### config.mk
export PLATFORM = sky130hd
export DESIGN_NAME = ls193_seq_flat
export DESIGN_NICKNAME = d
export VERILOG_FILES = /design/src/rtl/ls193_seq_pkg.sv /design/src/rtl/ls193_seq_if.sv /design/src/rtl/ls193_strobe_timer.sv /design/src/rtl/ls193_seq.sv /design/src/flat_wrapper.sv
export SDC_FILE = /design/constraint.sdc
export NUM_CORES = 1
export LEC_CHECK = 0
export ABC_AREA = 1
export CELL_PAD_IN_SITES_DETAIL_PLACEMENT = 2
export CELL_PAD_IN_SITES_GLOBAL_PLACEMENT = 2
export CORE_AREA = 10 10 112 104
export CTS_BUF_LIST = sky130_fd_sc_hd__clkbuf_2
export CTS_CLUSTER_SIZE = 10
export DETAILED_ROUTE_END_ITERATION = 8
export DIE_AREA = 0 0 122 114
export GPL_TIMING_DRIVEN = 0
export PLACE_DENSITY_LB_ADDON = 0.1
export REMOVE_ABC_BUFFERS = 1
export SLEW_MARGIN = 20
export SYNTH_ARGS = -nofsm -noshare
export SYNTH_HDL_FRONTEND = slang
export SYNTH_SLANG_ARGS = --single-unit
### constraint.sdc
create_clock -name clk -period 1.8 [get_ports clk]
set_clock_uncertainty 0.15 [all_clocks]
set_input_delay 0.54 -clock clk [delete_from_list [all_inputs] [get_ports clk]]
set_output_delay 0.54 -clock clk [all_outputs]
set_load 0.1 [all_outputs]
### src/rtl/ls193_seq_pkg.sv
// Shared types and defaults for the LS193 counter-chain sequencer.
// Latency: n/a (types, constants and a width helper only).
// Backpressure: n/a.
// Contents: op_t command encoding, state_t sequencer FSM states,
//           phase_t strobe timer phases, default strobe timing, cnt_bits().
package ls193_seq_pkg;

  // Command encoding as seen on cmd_op.
  typedef enum logic [1:0] {
    OP_CLR  = 2'b00,
    OP_LOAD = 2'b01,
    OP_UP   = 2'b10,
    OP_DOWN = 2'b11
  } op_t;

  typedef enum logic [1:0] {
    S_INIT,
    S_IDLE,
    S_ACT,
    S_GAP
  } state_t;

  typedef enum logic [1:0] {
    PH_IDLE,
    PH_ACT,
    PH_GAP
  } phase_t;

  localparam int DEF_PULSE_W = 2;
  localparam int DEF_GAP_W   = 2;

  // Bits needed to count 0..max(a,b)-1; never less than one bit.
  function automatic int cnt_bits(input int a, input int b);
    int m;
    m = (a > b) ? a : b;
    return (m < 2) ? 1 : $clog2(m);
  endfunction

endpackage

### src/rtl/ls193_seq_if.sv
// Command handshake plus LS193 chain pins for the sequencer.
// Latency: n/a (wiring only).
// Backpressure: cmd_valid/cmd_ready; requester holds payload while cmd_ready=0.
// slave  = sequencer: takes cmd_valid/cmd_op/cmd_arg/q, drives the rest.
// master = controller/chain side: mirror image.
interface ls193_seq_if
  import ls193_seq_pkg::*;
#(
  parameter int WIDTH = 8
) ();
  logic             cmd_valid;
  logic             cmd_ready;
  op_t              cmd_op;
  logic [WIDTH-1:0] cmd_arg;
  logic             clr;
  logic             load_n;
  logic             up_n;
  logic             down_n;
  logic [WIDTH-1:0] data;
  logic [WIDTH-1:0] q;
  logic [WIDTH-1:0] shadow;
  logic             done;
  logic             wrap;
  logic             mismatch;

  modport master (
    output cmd_valid, cmd_op, cmd_arg, q,
    input  cmd_ready, clr, load_n, up_n, down_n, data, shadow, done, wrap, mismatch
  );

  modport slave (
    input  cmd_valid, cmd_op, cmd_arg, q,
    output cmd_ready, clr, load_n, up_n, down_n, data, shadow, done, wrap, mismatch
  );
endinterface

### src/rtl/ls193_strobe_timer.sv
// Strobe timer: PULSE_W-cycle active phase followed by a GAP_W-cycle gap.
// Latency: active from the cycle after start; gap_end in the last gap cycle.
// Backpressure: none; start restarts the sequence (also legal on gap_end).
// Ports: start / skip_act (begin directly in the gap phase) in;
//        active, busy, act_end, gap_end out (act_end/gap_end flag last cycle of a phase).
module ls193_strobe_timer
  import ls193_seq_pkg::*;
#(
  parameter int PULSE_W = DEF_PULSE_W,
  parameter int GAP_W   = DEF_GAP_W
) (
  input  logic clk,
  input  logic rst,
  input  logic start,
  input  logic skip_act,
  output logic active,
  output logic busy,
  output logic act_end,
  output logic gap_end
);
  localparam int CW = cnt_bits(PULSE_W, GAP_W);
  localparam logic [CW-1:0] ACT_LAST = CW'(PULSE_W - 1);
  localparam logic [CW-1:0] GAP_LAST = CW'(GAP_W - 1);

  phase_t          phase_q, phase_d;
  logic   [CW-1:0] cnt_q, cnt_d;

  assign active  = (phase_q == PH_ACT);
  assign busy    = (phase_q != PH_IDLE);
  assign act_end = (phase_q == PH_ACT) && (cnt_q == ACT_LAST);
  assign gap_end = (phase_q == PH_GAP) && (cnt_q == GAP_LAST);

  always_ff @(posedge clk) begin
    if (rst) begin
      phase_q <= PH_IDLE;
      cnt_q   <= '0;
    end else begin
      phase_q <= phase_d;
      cnt_q   <= cnt_d;
    end
  end

  always_comb begin
    phase_d = phase_q;
    cnt_d   = cnt_q;
    if (start) begin
      phase_d = skip_act ? PH_GAP : PH_ACT;
      cnt_d   = '0;
    end else if (act_end) begin
      phase_d = PH_GAP;
      cnt_d   = '0;
    end else if (gap_end) begin
      phase_d = PH_IDLE;
      cnt_d   = '0;
    end else if (busy) begin
      cnt_d = cnt_q + CW'(1);
    end
  end
endmodule

### src/rtl/ls193_seq.sv
// Command sequencer driving a cascade of LS193 up/down counters, with shadow count.
// Latency: CLR/LOAD done after PULSE_W+GAP_W edges; UP/DOWN N after N*(PULSE_W+GAP_W), N=0 after GAP_W.
// Backpressure: cmd_ready high only in IDLE; one command in flight at a time.
// Ports: clk, rst (sync, active-high); bus (ls193_seq_if.slave): command handshake,
//        chain strobes clr/load_n/up_n/down_n, data, q readback, shadow, done, wrap, mismatch.
// Build option: LS193_SEQ_CHECK_EN adds the sticky q-vs-shadow compare; otherwise mismatch is 0.
module ls193_seq
  import ls193_seq_pkg::*;
#(
  parameter int WIDTH   = 8,
  parameter int PULSE_W = DEF_PULSE_W,
  parameter int GAP_W   = DEF_GAP_W
) (
  input logic        clk,
  input logic        rst,
  ls193_seq_if.slave bus
);
  state_t           state_q, state_d;
  op_t              op_q, op_d;
  logic [WIDTH-1:0] remain_q, remain_d;   // pulses still to issue, incl. the active one
  logic [WIDTH-1:0] data_q, data_d;
  logic [WIDTH-1:0] shadow_q, shadow_d;
  logic clr_q, clr_d, load_n_q, load_n_d, up_n_q, up_n_d, down_n_q, down_n_d;
  logic done_q, done_d, wrap_q, wrap_d, ready_q, ready_d;
  logic tmr_start, tmr_skip, tmr_busy, tmr_act_end, tmr_gap_end, unused_tmr_active;
  logic check;      // compare point: end of INIT and every DONE edge
  logic clr_cmd;    // accepted CLR command, also clears the sticky error

  ls193_strobe_timer #(.PULSE_W(PULSE_W), .GAP_W(GAP_W)) u_timer (
    .clk      (clk),
    .rst      (rst),
    .start    (tmr_start),
    .skip_act (tmr_skip),
    .active   (unused_tmr_active),
    .busy     (tmr_busy),
    .act_end  (tmr_act_end),
    .gap_end  (tmr_gap_end)
  );

  always_ff @(posedge clk) begin
    if (rst) begin
      state_q  <= S_INIT;
      op_q     <= OP_CLR;
      remain_q <= '0;
      data_q   <= '0;
      shadow_q <= '0;
      clr_q    <= 1'b0;
      load_n_q <= 1'b1;
      up_n_q   <= 1'b1;
      down_n_q <= 1'b1;
      done_q   <= 1'b0;
      wrap_q   <= 1'b0;
      ready_q  <= 1'b0;
    end else begin
      state_q  <= state_d;
      op_q     <= op_d;
      remain_q <= remain_d;
      data_q   <= data_d;
      shadow_q <= shadow_d;
      clr_q    <= clr_d;
      load_n_q <= load_n_d;
      up_n_q   <= up_n_d;
      down_n_q <= down_n_d;
      done_q   <= done_d;
      wrap_q   <= wrap_d;
      ready_q  <= ready_d;
    end
  end

  always_comb begin
    state_d   = state_q;
    op_d      = op_q;
    remain_d  = remain_q;
    data_d    = data_q;
    shadow_d  = shadow_q;
    clr_d     = clr_q;
    load_n_d  = load_n_q;
    up_n_d    = up_n_q;
    down_n_d  = down_n_q;
    done_d    = 1'b0;
    wrap_d    = 1'b0;
    tmr_start = 1'b0;
    tmr_skip  = 1'b0;
    check     = 1'b0;
    clr_cmd   = 1'b0;
    case (state_q)
      S_INIT: begin
        // Timer idle only on the first cycle out of reset: fire the clear pulse once.
        if (!tmr_busy) begin
          tmr_start = 1'b1;
          clr_d     = 1'b1;
        end else if (tmr_act_end) begin
          clr_d = 1'b0;
        end else if (tmr_gap_end) begin
          state_d = S_IDLE;
          check   = 1'b1;
        end
      end
      S_IDLE: begin
        if (bus.cmd_valid && ready_q) begin
          op_d      = bus.cmd_op;
          remain_d  = bus.cmd_arg;
          tmr_start = 1'b1;
          state_d   = S_ACT;
          case (bus.cmd_op)
            OP_CLR: begin
              clr_d   = 1'b1;
              clr_cmd = 1'b1;
            end
            OP_LOAD: begin
              data_d   = bus.cmd_arg;
              load_n_d = 1'b0;
            end
            default: begin
              // UP/DOWN with N=0 only spends the settle gap.
              if (bus.cmd_arg == '0) begin
                tmr_skip = 1'b1;
                state_d  = S_GAP;
              end else if (bus.cmd_op == OP_UP) begin
                up_n_d = 1'b0;
              end else begin
                down_n_d = 1'b0;
              end
            end
          endcase
        end
      end
      S_ACT: begin
        // Strobe release edge: the chain acts here, so the shadow follows here too.
        if (tmr_act_end) begin
          state_d  = S_GAP;
          clr_d    = 1'b0;
          load_n_d = 1'b1;
          up_n_d   = 1'b1;
          down_n_d = 1'b1;
          case (op_q)
            OP_CLR:  shadow_d = '0;
            OP_LOAD: shadow_d = data_q;
            OP_UP: begin
              shadow_d = shadow_q + WIDTH'(1);
              wrap_d   = &shadow_q;
              remain_d = remain_q - WIDTH'(1);
            end
            default: begin
              shadow_d = shadow_q - WIDTH'(1);
              wrap_d   = (shadow_q == '0);
              remain_d = remain_q - WIDTH'(1);
            end
          endcase
        end
      end
      S_GAP: begin
        if (tmr_gap_end) begin
          if ((op_q == OP_UP || op_q == OP_DOWN) && remain_q != '0) begin
            tmr_start = 1'b1;
            state_d   = S_ACT;
            if (op_q == OP_UP) up_n_d = 1'b0;
            else               down_n_d = 1'b0;
          end else begin
            state_d = S_IDLE;
            done_d  = 1'b1;
            check   = 1'b1;
          end
        end
      end
      default: state_d = S_INIT;
    endcase
  end

  // Registered so cmd_ready rises together with DONE.
  assign ready_d = (state_d == S_IDLE);

  assign bus.cmd_ready = ready_q;
  assign bus.clr       = clr_q;
  assign bus.load_n    = load_n_q;
  assign bus.up_n      = up_n_q;
  assign bus.down_n    = down_n_q;
  assign bus.data      = data_q;
  assign bus.shadow    = shadow_q;
  assign bus.done      = done_q;
  assign bus.wrap      = wrap_q;

`ifdef LS193_SEQ_CHECK_EN
  logic mismatch_q;
  always_ff @(posedge clk) begin
    if (rst)                              mismatch_q <= 1'b0;
    else if (clr_cmd)                     mismatch_q <= 1'b0;
    else if (check && bus.q != shadow_q)  mismatch_q <= 1'b1;
  end
  assign bus.mismatch = mismatch_q;
`else
  logic unused_chk;
  assign unused_chk   = ^{check, clr_cmd, bus.q};
  assign bus.mismatch = 1'b0;
`endif
endmodule

### src/flat_wrapper.sv
// flat-port wrapper written by rule: the top's interface ports become plain ports
module ls193_seq_flat import ls193_seq_pkg::*;
#(
  parameter int WIDTH   = 8,
  parameter int PULSE_W = DEF_PULSE_W,
  parameter int GAP_W   = DEF_GAP_W
)
  (clk, rst, bus_cmd_valid, bus_cmd_op, bus_cmd_arg, bus_q, bus_cmd_ready, bus_clr, bus_load_n, bus_up_n, bus_down_n, bus_data, bus_shadow, bus_done, bus_wrap, bus_mismatch);
  ls193_seq_if #(.WIDTH(WIDTH)) bus_i ();
  input logic clk;
  input logic rst;
  input wire logic [$bits(bus_i.cmd_valid)-1:0] bus_cmd_valid;
  input wire logic [$bits(bus_i.cmd_op)-1:0] bus_cmd_op;
  input wire logic [$bits(bus_i.cmd_arg)-1:0] bus_cmd_arg;
  input wire logic [$bits(bus_i.q)-1:0] bus_q;
  output wire logic [$bits(bus_i.cmd_ready)-1:0] bus_cmd_ready;
  output wire logic [$bits(bus_i.clr)-1:0] bus_clr;
  output wire logic [$bits(bus_i.load_n)-1:0] bus_load_n;
  output wire logic [$bits(bus_i.up_n)-1:0] bus_up_n;
  output wire logic [$bits(bus_i.down_n)-1:0] bus_down_n;
  output wire logic [$bits(bus_i.data)-1:0] bus_data;
  output wire logic [$bits(bus_i.shadow)-1:0] bus_shadow;
  output wire logic [$bits(bus_i.done)-1:0] bus_done;
  output wire logic [$bits(bus_i.wrap)-1:0] bus_wrap;
  output wire logic [$bits(bus_i.mismatch)-1:0] bus_mismatch;
  assign bus_i.cmd_valid = bus_cmd_valid;
  assign bus_i.cmd_op = bus_cmd_op;
  assign bus_i.cmd_arg = bus_cmd_arg;
  assign bus_i.q = bus_q;
  assign bus_cmd_ready = bus_i.cmd_ready;
  assign bus_clr = bus_i.clr;
  assign bus_load_n = bus_i.load_n;
  assign bus_up_n = bus_i.up_n;
  assign bus_down_n = bus_i.down_n;
  assign bus_data = bus_i.data;
  assign bus_shadow = bus_i.shadow;
  assign bus_done = bus_i.done;
  assign bus_wrap = bus_i.wrap;
  assign bus_mismatch = bus_i.mismatch;
  ls193_seq #(.WIDTH(WIDTH), .PULSE_W(PULSE_W), .GAP_W(GAP_W)) u_core (.clk(clk), .rst(rst), .bus(bus_i));
endmodule
==> results_dict.tcl, run 1 <==
set metrics [dict create \
    start_util 0.249 \
    critPathLaunchType "flip-flop" \
    synth_xor_area_frac 0.0112 \
    synthMuxAreaShare 0 \
    powerDensity_nw_per_um2 563 \
    min_period_ps 1770 \
    yosysTopAreaCellShare 0.324 \
    hp-class "reg2reg" \
    crit_path_max_fanout 7 \
    ir_drop_uv 221 \
    synth.area.top_cells "dfxtp_1 (32%), nand2_1 (12%), a21oi_1 (8.8%)" \
    io_pins 45 \
    synth-main-ff-cell "dfxtp_1" \
    gp_congestion 0.767 \
    die_h_um 114 \
    required_ps 1960 \
    drt-initial-drc-count 61 \
    synth-adder-area-share 0.0726 \
    synth_top_family_by_area "simple AND/OR/NAND/NOR gates" \
    grt_pass1_vias 2724 \
    netlist_top_cells_count "nand2_1 (73), a21oi_1 (41), nor2_1 (40)" \
    max_cap_violations 0 \
    io_buffers 35 \
    synth_cell_types 37 \
    antenna_found_initial 0 \
    coreArea_um2 9400 \
    met1_usage 0.165 \
    drive_gt1_frac 0.353 \
    min_period_over_period 0.983 \
    antenna_left 0 \
    grt_max_degree 16 \
    cts_inserted_buffers 5 \
    fp-row-count 34 \
    cp_data_arrival_time_ps 1930 \
    power.share.switching 0.401 \
    finish.instance_area_um2 3460 \
    internal-power_uw 1170 \
    nNetsFinal 442 \
    cts_tree "built" \
    clock-sinks 38 \
    cts_hold_buf 0 \
    yosys_warnings 0 \
    avgSynthCellArea_um2 6.68 \
    pwr-share-clk 0.205 \
    postSynthCellCount 351 \
    crit_type "reg2reg" \
    r2r_slack_ps 30 \
    synth-compound-area-share 0.211 \
    clock_path_buffers 2 \
    dpl.hpwl_mm 6.68 \
    max_slew_margin 0.636 \
    placed_area_um2 2800 \
    synth_edf_count 0 \
    pwr-share-comb 0.317 \
    gr-total-overflow 0 \
    fin_util 0.368 \
    clk_pin_slew_worst_paths_ps 230 \
    hold_viol_final 0 \
    die_area_um2 13900 \
    routed_wl_mm 8.93 \
    synth-seq-cells 38 \
    avgViaCountPerCell 4.77 \
    drc 0 \
    ys_seq_area_frac 0.324 \
    clock_latency_ps 410 \
    gr-usage-met2 0.221 \
    status "complete, no violations" \
    diodes 0 \
    wl_per_cell_um 16.7 \
    leakagePower_uw 0.00144 \
    firstDrtPassIters 4 \
    grt_pass1_wl_mm 14.6 \
    syn_area_um2 2340 \
    area_growth_pct 47.4 \
    clock.fmax_mhz 565 \
    die_w_um 122 \
    busiest_layer "met2" \
    worst_pin_slew_ps 544 \
    end_kind "flip-flop" \
    slew_viol_final 0 \
    met3_usage 0.0252 \
    rsz0062_at_grt "yes" \
    power_frac_seq 0.478 \
    synth-simple-area-share 0.290 \
    root_buffer "clkbuf_2" \
    track_usage 0.130 \
    synth-async-reset-ratio 0 \
    vias 2548 \
    yosysTopAreaCell "dfxtp_1" \
    p_switching_uw 782 \
    htreeDepth 2 \
    synth_most_common_cell "nand2_1" \
    finalSetupViolCount 0 \
]
==> power groups by stage <==
stage	logic [uW]	registers (uW)	clock network (uW)
floorplan	287	1050	0
global placement	546	952	0
detailed placement	559	954	0
CTS	575	939	427
global route	698	940	457
finish	617	931	400
==> final timing paths <==
check | startpoint | endpoint | cells after the start
worst max register to register | u_core.state_q[0] | u_core.remain_q[5] | 9
worst max-delay path | u_core.state_q[0] | u_core.remain_q[5] | 9
worst min-delay path | u_core.remain_q[7] | u_core.remain_q[7] | 2
worst min register to register | u_core.remain_q[7] | u_core.remain_q[7] | 2
==> through the flow <==
stage / std cells / hold WS [ps] / TNS (ps) / power, uW / setup slack, ps
after global placement: 503 / 295 / -36890 / 1500 / -872
after CTS: 521 / 350 / -5.04 / 1940 / -5.04
after global routing: 534 / 382 / -451 / 2090 / -65.9
after detailed placement: 503 / 308 / -38040 / 1510 / -900
after floorplan: 342 / 287 / -6010 / 1340 / -421
final: 534 / 339 / 0 / 1950 / 31.1
==> worst max-delay path, stage by stage, from the launching register on <==
cell and delay, ps:
dfxtp_4 430, inv_4 60, ha_4 190, buf_4 150
o21ai_4 160, nand3_4 180, a21oi_4 180, o21ai_1 80
nand2_1 60, a21oi_1 50
==> sequential cells by signal (all words and copies together) (netlist names), 2 cells and up <==
register and count:
u_core.bus.data 8, u_core.bus.shadow 8, u_core.op_q 2, u_core.remain_q 8, u_core.state_q 2, u_core.u_timer.phase_q 2
==> layout by cell type (no fill, tap or decap), types with 2 or more instances in the layout <==
cell and count:
buf_8 21, nand3_2 7, inv_2 6, ha_1 4, inv_4 4, clkbuf_2 5
inv_1 29, dfxtp_4 15, clkinv_2 2, nand3_1 22, clkinvlp_4 3, o21ai_0 27
o211ai_1 2, a31oi_1 2, nor3_1 3, dfxtp_2 13, o21ai_2 4, nand2_2 9
xor2_1 2, nand4_1 5, o21ai_1 5, buf_4 21, ha_4 7, dfxtp_1 10
buf_6 3, nor2_1 36, clkdlybuf4s50_1 11, a21oi_1 32, a22oi_1 2, nor2_2 3
a21oi_2 9, nand2_1 63
==> metal layers <==
metal	routed length [um]	vias to the layer above
li1	-	1279
met1	4200	1234
met2	4420	28
met3	238	7
met4	66	0
met5	0	-
==> layout make-up <==
cell class	count	area, um^2
inverter	41	171
timing repair inverter	1	7.51
sequential	38	833
clock inverter	2	10.0
clock buffer	5	25.0
timing repair buffer	58	648
multi-input combinational	263	1600
fill	1103	5940
tap	126	158
==> cell families after synthesis <==
| kind of cell | count (synthesis) |
|---|---|
| flops | 38 |
| fa+ha+maj | 13 |
| buf+inv | 50 |
| compound gates | 89 |
| simple gates | 157 |
| xor+xnor | 3 |
| other cells | 1 |
==> what timing repair did <==
action,CTS,global route
pin swaps,4,12
cloned,1,0
gates resized for setup,214,84
buffers inserted,10,13
setup endpoints to repair,59,48
Note: power is estimated with default switching activity, not from simulation.
==> run 2: changes to the inputs <==
==> constraint.sdc (replaced) <==
create_clock -name clk -period 1.6 [get_ports clk]
set_clock_uncertainty 0.15 [all_clocks]
set_input_delay 0.48 -clock clk [delete_from_list [all_inputs] [get_ports clk]]
set_output_delay 0.48 -clock clk [all_outputs]
set_load 0.1 [all_outputs]
==> results_dict.tcl, run 2 (synthesis results as in run 1) <==
set metrics [dict create \
    status "finished with violations" \
    violations "negative setup slack" \
    die_h_um 114 \
    drc 0 \
    ir_drop_uv 313 \
    root_buffer "clkbuf_2" \
    hold_viol_final 0 \
    multi_input_area_um2 1850 \
    io_pins 45 \
    crit_type "reg2reg" \
    antenna_found_initial 0 \
    clock.fmax_mhz 567 \
    area_growth_pct 77.3 \
    rsz0062_at_grt "yes" \
    track_usage 0.143 \
    antenna_left 0 \
    drive_gt1_frac 0.493 \
    min_period_over_period 1.10 \
    min_period_ps 1760 \
    grt_pass1_vias 2973 \
    required_ps 1760 \
    clock_latency_ps 420 \
    clock-sinks 38 \
    fp-row-count 34 \
    firstDrtPassIters 4 \
    io_buffers 35 \
    crit_path_frequent_cell "buf_6" \
    coreArea_um2 9400 \
    pre_cts_ws_ps -1040 \
    end_kind "flip-flop" \
    critPathLaunchType "flip-flop" \
    cts_tree "built" \
    max_cap_violations 0 \
    avgViaCountPerCell 4.85 \
    gr-total-overflow 0 \
    critPathMaxStageDelay_ps 420 \
    tns_ps -2550 \
    path_cells "buf_6 -> ha_4 -> buf_6 -> nand2_4 -> o21ai_4 -> nand3_4 -> a21oi_4 -> o21ai_1 -> nand2_1 -> a21oi_1" \
    vias 2746 \
    clk_pin_slew_worst_paths_ps 220 \
    die_area_um2 13900 \
    crit_path_max_fanout 6 \
    htreeDepth 2 \
    cts_hold_buf 0 \
    diodes 0 \
    dpl.hpwl_mm 6.68 \
    slowest_stage "dfxtp_4" \
    drt-initial-drc-count 74 \
    leakagePower_uw 0.00172 \
    finalSetupViolCount 43 \
    clock_path_buffers 2 \
    timing.final.ws_setup_ps -165 \
    routed_wl_mm 9.94 \
    nNetsFinal 474 \
    finalPower_uw 2450 \
    final_common_cell "nand2_1" \
    grt_max_degree 16 \
    die_w_um 122 \
    hp-class "reg2reg" \
    cts_inserted_buffers 5 \
    fillerInstances 1022 \
    wl_per_cell_um 17.6 \
    mostFrequentLayoutCells "nand2_1 (55), buf_4 (38), nor2_1 (32), a21oi_1 (27), buf_12 (24)" \
    powerDensity_nw_per_um2 588 \
    gp_congestion 0.767 \
    cp_data_arrival_time_ps 1930 \
    crit_buf_inv 2 \
    grt_pass1_wl_mm 16.1 \
    r2r_slack_ps -160 \
    start_util 0.249 \
    slew_viol_final 0 \
    cp_top_family "flip-flops" \
    seq_area_um2 846 \
]
[run 2: cell types whose count changed in the layout (fill, tap and decap cells not counted), moves of 6 or more]
cell,delta
inv_1,-6
buf_8,-21
o21ai_1,+8
nand3_1,-7
buf_12,+23
buf_4,+17
nand2_1,-8
o21ai_0,-11
buf_6,+12
[run 2: tightest hold or removal path, stage by stage (launching register included)]
cell and delay [ps]:
dfxtp_1 360, nand2_1 60, a21oi_1 50
[run 2: final timing paths]
kind / from / to / cells after the start
worst min register to register: u_core.remain_q[7] / u_core.remain_q[7] / 2
worst min-delay path: u_core.remain_q[7] / u_core.remain_q[7] / 2
worst max register to register: u_core.state_q[1] / u_core.remain_q[5] / 10
worst max-delay path: u_core.state_q[1] / u_core.remain_q[5] / 10
[run 2: final cells by class]
| cell class | instances | area share |
|---|---|---|
| Clock buffer | 5 | 0.00602 |
| Tap cell | 126 | 0.0379 |
| Inverter | 41 | 0.0478 |
| Timing Repair Buffer | 89 | 0.255 |
| Clock inverter | 2 | 0.00241 |
| Multi-Input combinational cell | 263 | 0.444 |
| Timing Repair inverter | 2 | 0.00331 |
| Sequential cell | 38 | 0.203 |
[run 2: report_power, final]
group	internal, uW	switching (uW)
Combinational	343	583
Clock	94.7	361
Sequential	989	75.8
[run 2: routing by layer]
metal	vias to the layer above	track usage	wire, um
met2	28	0.251	5150
met5	-	0	0
met1	1361	0.178	4410
met3	10	0.0252	271
li1	1347	-	-
met4	0	0.0302	116
[run 2: through the flow]
step	util	area, um^2	hold WS, ps	cells
floorplan	-	2290	287	342
global placement	0.298	2800	295	503
detailed placement	0.298	2800	308	503
CTS	0.407	3830	346	554
global route	0.442	4160	381	566
finish	0.442	4160	335	566
[run 2: what timing repair did]
item	in CTS	in global routing
endpoints found under the setup margin	61	58
pin swaps	26	31
hold endpoints to repair	0	0
resized for setup	345	75
setup buffers	43	11
gates cloned	1	1
